**src/rtl/sdspi_perf_monitor.sv**
```systemverilog
// sdspi_perf_monitor
//   Measures one SD SPI transaction for the autotest sequencer: cycles from
//   start until the unit under test raises finish, SPI clock rising edges and
//   chip-select assertions seen during that window. A run that exceeds
//   TIMEOUT_CYCLES is aborted into TOUT. Results stay frozen until next start.
//
//   Optional build macro: SDSPI_PERF_MON_SYNC_EN -- adds 2-flop synchronizers
//   on sclk/cs ahead of edge detection (2 cycles extra edge latency).
//
// Ports
//   clk      : system clock
//   rst      : synchronous active-high reset
//   start    : one-cycle pulse, arms a measurement (ignored while running)
//   finish   : level completion flag from the unit under test
//   sclk, cs : UUT SPI clock and active-low chip select
//   sel[1:0] : debug word select (0 elapsed, 1 sclk edges, 2 cs asserts, 3 status)
//   busy     : running
//   done     : finished normally
//   timeout  : aborted on cycle limit
//   debug    : selected result word, registered (1-cycle latency from sel)
module sdspi_perf_monitor #(
  parameter logic [31:0] TIMEOUT_CYCLES = 32'd100_000_000
) (
  input  logic        clk,
  input  logic        rst,
  input  logic        start,
  input  logic        finish,
  input  logic        sclk,
  input  logic        cs,
  input  logic [1:0]  sel,
  output logic        busy,
  output logic        done,
  output logic        timeout,
  output logic [31:0] debug
);

  localparam logic [31:0] CNT_MAX = 32'hFFFF_FFFF;

  typedef enum logic [1:0] {S_IDLE, S_RUN, S_DONE, S_TOUT} state_t;

  state_t      r_state, w_next;
  logic        w_clear, w_inc_el;
  logic [31:0] r_elapsed, r_sclk_cnt, r_cs_cnt, r_debug;
  logic        r_sclk_q, r_cs_q;
  logic        w_sclk, w_cs, w_sclk_rise, w_cs_fall, w_sync_en;

`ifdef SDSPI_PERF_MON_SYNC_EN
  logic [1:0] r_sclk_sync, r_cs_sync;

  always_ff @(posedge clk) begin
    if (rst) begin
      r_sclk_sync <= 2'b00;
      r_cs_sync   <= 2'b11;
    end else begin
      r_sclk_sync <= {r_sclk_sync[0], sclk};
      r_cs_sync   <= {r_cs_sync[0], cs};
    end
  end

  assign w_sclk    = r_sclk_sync[1];
  assign w_cs      = r_cs_sync[1];
  assign w_sync_en = 1'b1;
`else
  assign w_sclk    = sclk;
  assign w_cs      = cs;
  assign w_sync_en = 1'b0;
`endif

  // Edge history runs in every state so the first RUN cycle never sees a
  // stale level as an edge.
  always_ff @(posedge clk) begin
    if (rst) begin
      r_sclk_q <= 1'b0;
      r_cs_q   <= 1'b1;
    end else begin
      r_sclk_q <= w_sclk;
      r_cs_q   <= w_cs;
    end
  end

  assign w_sclk_rise = w_sclk & ~r_sclk_q;
  assign w_cs_fall   = ~w_cs & r_cs_q;

  always_ff @(posedge clk) begin
    if (rst) r_state <= S_IDLE;
    else     r_state <= w_next;
  end

  // Finish is checked before the limit so a simultaneous finish wins.
  always_comb begin
    w_next   = r_state;
    w_clear  = 1'b0;
    w_inc_el = 1'b0;
    case (r_state)
      S_RUN: begin
        if (finish)                           w_next = S_DONE;
        else if (r_elapsed == TIMEOUT_CYCLES) w_next = S_TOUT;
        else                                  w_inc_el = 1'b1;
      end
      default: begin
        if (start) begin
          w_next  = S_RUN;
          w_clear = 1'b1;
        end
      end
    endcase
  end

  always_ff @(posedge clk) begin
    if (rst || w_clear) begin
      r_elapsed  <= '0;
      r_sclk_cnt <= '0;
      r_cs_cnt   <= '0;
    end else if (r_state == S_RUN) begin
      if (w_inc_el && r_elapsed != CNT_MAX)     r_elapsed  <= r_elapsed + 32'd1;
      if (w_sclk_rise && r_sclk_cnt != CNT_MAX) r_sclk_cnt <= r_sclk_cnt + 32'd1;
      if (w_cs_fall && r_cs_cnt != CNT_MAX)     r_cs_cnt   <= r_cs_cnt + 32'd1;
    end
  end

  assign busy    = (r_state == S_RUN);
  assign done    = (r_state == S_DONE);
  assign timeout = (r_state == S_TOUT);

  always_ff @(posedge clk) begin
    if (rst) begin
      r_debug <= '0;
    end else begin
      case (sel)
        2'd0:    r_debug <= r_elapsed;
        2'd1:    r_debug <= r_sclk_cnt;
        2'd2:    r_debug <= r_cs_cnt;
        default: r_debug <= {28'h0, timeout, done, busy, w_sync_en};
      endcase
    end
  end

  assign debug = r_debug;

endmodule

```
**config.mk**
```make
export PLATFORM = sky130hd
export DESIGN_NAME = sdspi_perf_monitor
export DESIGN_NICKNAME = d
export VERILOG_FILES = /design/src/rtl/sdspi_perf_monitor.sv
export SDC_FILE = /design/constraint.sdc
export NUM_CORES = 1
export LEC_CHECK = 0
export CAP_MARGIN = 5
export CORE_UTILIZATION = 60
export DETAILED_ROUTE_END_ITERATION = 12
export HOLD_SLACK_MARGIN = 0.05
export PLACE_DENSITY = 0.9
export SETUP_SLACK_MARGIN = 0.15
export SLEW_MARGIN = 10
export SYNTH_ARGS = -nofsm -noshare
export SYNTH_HDL_FRONTEND = slang
export SYNTH_SLANG_ARGS = --single-unit
```
**constraint.sdc**
```tcl
create_clock -name clk -period 2.5 [get_ports clk]
set_input_delay 0.5 -clock clk [delete_from_list [all_inputs] [get_ports clk]]
set_output_delay 0.5 -clock clk [all_outputs]
set_load 0.05 [all_outputs]
```
==> impl_metrics.json <==
{
  "drive_gt1_share_pct": 13.53,
  "skew_ps": 8.438,
  "synth_compound_area_share_pct": 16.41,
  "cts.sinks": 132,
  "dp.cells": 998,
  "synthAdderAreaFrac_pct": 0.7376,
  "synthCells": 822,
  "hold-path-cell-count": 2,
  "maxCapViolations": 0,
  "ys_warn_count": 0,
  "cp_max_fo": 9,
  "crit_arrival_ps": 2680,
  "hold_viol": 0,
  "initial_utilization_pct": 62.05,
  "rows": 38,
  "slew_headroom_pct": 52.05,
  "cts_root_buf": "clkbuf_16",
  "cp_cell_sequence": "clkdlybuf4s50_1 > or3b_2 > nor4_1 > o211ai_1 > buf_4 > or3_1 > a21oi_1",
  "grt.overflow.total": 0,
  "tritoncts": "built",
  "grt_util_all_layers_pct": 33.73,
  "synth_top_flop_cell": "dfxtp_1",
  "via_per_inst": 6.616,
  "syn_area_um2": 6785,
  "vias": 6841,
  "reg2reg_depth": 6,
  "final_area_um2": 8263,
  "vdd_drop_max_mv": 0.5531,
  "rsz0062_at_grt": "yes",
  "clkLatencyLatePin_ps": 430,
  "io_buffer_count": 42,
  "place_area_um2": 7575,
  "clock_path_buffers": 2,
  "tightest_slew_ps": 710.3,
  "hp-class": "flop to flop",
  "multi_input_area_um2": 3895,
  "worstPathRequired_ps": 2840,
  "antenna_found_initial": 0,
  "cts_htree_levels": 4,
  "synthSimpleGateAreaFrac_pct": 29.67,
  "synth_mux_area_share_pct": 7.044,
  "instances_no_fill": 1034,
  "cp-end-kind": "flop",
  "slew_violations": 0,
  "diodes": 0,
  "die_area_um2": 11740,
  "fin_crit_sh_pct": 93.34,
  "fin_util_pct": 75.56,
  "nFillCells": 748,
  "area_growth_pct": 21.78,
  "wire_per_inst_um": 18.38,
  "ant_nets": 0,
  "timing.final.crit_period_ps": 2333,
  "hpwl_um": 12890,
  "r2r_slack_ps": 180,
  "numCtsBuffers": 17,
  "die_y_um": 108.3,
  "slowest_delay_ps": 500,
  "syn_nets": 834,
  "synth.distinct_cells": 56,
  "synth.ff_latch_count": 132,
  "grt_pass1_wl_um": 30740,
  "critical_path_class": "primary input to flop",
  "final_cell_mix": "dfxtp_1, nor2_1, a21oi_1",
  "grt_pass1_vias": 6361,
  "gp_congestion": 0.9422,
  "drt_iter0_markers": 898,
  "p_per_area_nw_per_um2": 602.8,
  "clkTransAtPathRegs_ps": 60,
  "route.detailed.drc": 0,
  "cpMaxStageDelayCell": "or3b_2",
  "nets": 893,
  "fp.dieW_um": 108.3,
  "fmax_ghz": 0.4286,
  "synth_xor_area_share_pct": 2.840,
  "core_area_um2": 10940,
  "first_pass_iters": 8,
  "p_leak_nw": 2.752,
  "seq_area_um2": 2644,
  "io_pins": 43,
  "grt_max_degree": 36,
  "synth_top_family_by_area": "simple AND/OR/NAND/NOR gates",
  "seq_area_frac_synth_pct": 38.95,
  "setup.worst_path.start_class": "primary input",
  "routed_wl_um": 19000,
  "synth_area_per_cell_um2": 8.255,
  "synth_enable_flop_cells": 0,
  "status": "complete, no violations",
  "finalSetupViolations": 0,
  "final_common_cell": "dfxtp_1",
  "synthArstFlopShare_pct": 0
}
where the power goes:
group	internal [mW]	switching (mW)
logic	0.0776	0.152
registers	2.11	0.00825
clock network	1.69	0.938
total	3.88	1.10
synth_stat cells, types with 12 or more instances:
library cell | count | area [µm²]
and3_1 | 12 | 75.07
o31ai_1 | 24 | 180.2
nand2b_1 | 15 | 93.84
nand3_1 | 37 | 185.2
xnor2_1 | 20 | 175.2
mux2i_1 | 41 | 410.4
dfxtp_1 | 132 | 2643
nor4_1 | 20 | 125.1
nor2_1 | 98 | 367.9
clkbuf_1 | 43 | 161.4
inv_1 | 13 | 48.80
o21ai_0 | 28 | 140.1
nand2_1 | 46 | 172.7
and4_1 | 16 | 140.1
nand4_1 | 33 | 206.5
a21oi_1 | 86 | 430.4
or4_1 | 22 | 165.2
or3_1 | 31 | 193.9
state kept, by name, summed over array words and instances (netlist names):
| signal | flops |
|---|---|
| r_sclk_cnt | 32 |
| r_cs_cnt | 32 |
| r_sclk_q | 1 |
| debug | 32 |
| r_state | 2 |
| r_cs_q | 1 |
| r_elapsed | 32 |
area by class of cell:
type	count	share of cell area, %
Timing Repair Buffer	100	10.54
Clock buffer	20	5.406
Inverter	14	0.6360
Multi-Input combinational cell	616	47.14
Sequential cell	132	32.00
Tap cell	140	2.120
Clock inverter	12	2.165
through the flow:
step           TNS [ps]  power, mW  setup slack, ps  hold slack [ps]
5_1_grt               0      5.111            84.71            552.0
3_5_place_dp      -2136      2.386           -265.5            495.2
3_3_place_gp     -894.5      2.379           -180.0            473.6
6_report              0      4.981            166.6            521.3
4_1_cts               0      4.990            179.1            519.0
2_1_floorplan         0      2.307            293.4            460.3
path summary, 6_finish.rpt:
check | startpoint | endpoint
max | finish | r_elapsed[23]
min | r_cs_cnt[15] | r_cs_cnt[15]
max reg2reg | r_state[0] | r_elapsed[23]
min reg2reg | r_cs_cnt[15] | r_cs_cnt[15]
critical path, delay by kind of cell:
| family | cells | cell delay [ps] |
|---|---|---|
| AO/OA/AOI/OAI | 2 | 390 |
| AND/OR/NAND/NOR | 3 | 1150 |
| buffers and inverters | 2 | 640 |
routing by layer:
metal | global-route usage [%] | up-vias | wire, µm
li1 | - | 3174 | -
met1 | 41.15 | 3164 | 7385
met2 | 55.87 | 428 | 9198
met3 | 7.113 | 75 | 1766
met4 | 17.66 | 0 | 652
met5 | 0 | - | 0
repair_timing:
action / 4_1_cts / 5_1_grt
pin swaps: 0 / 3
gates resized for setup: 2 / 11
setup endpoints to repair: 2 / 31
hold buffers: 0 / 0
setup buffers: 0 / 4
kinds of logic (layout without fill, tap and decap cells):
family	count (synthesis)	count (layout)
simple gates	365	365
compound gates	181	181
mux	44	44
xor+xnor	22	22
buf+inv	74	146
flops	132	132
fa+ha+maj	4	4
Power figures use the tool's default switching activity.
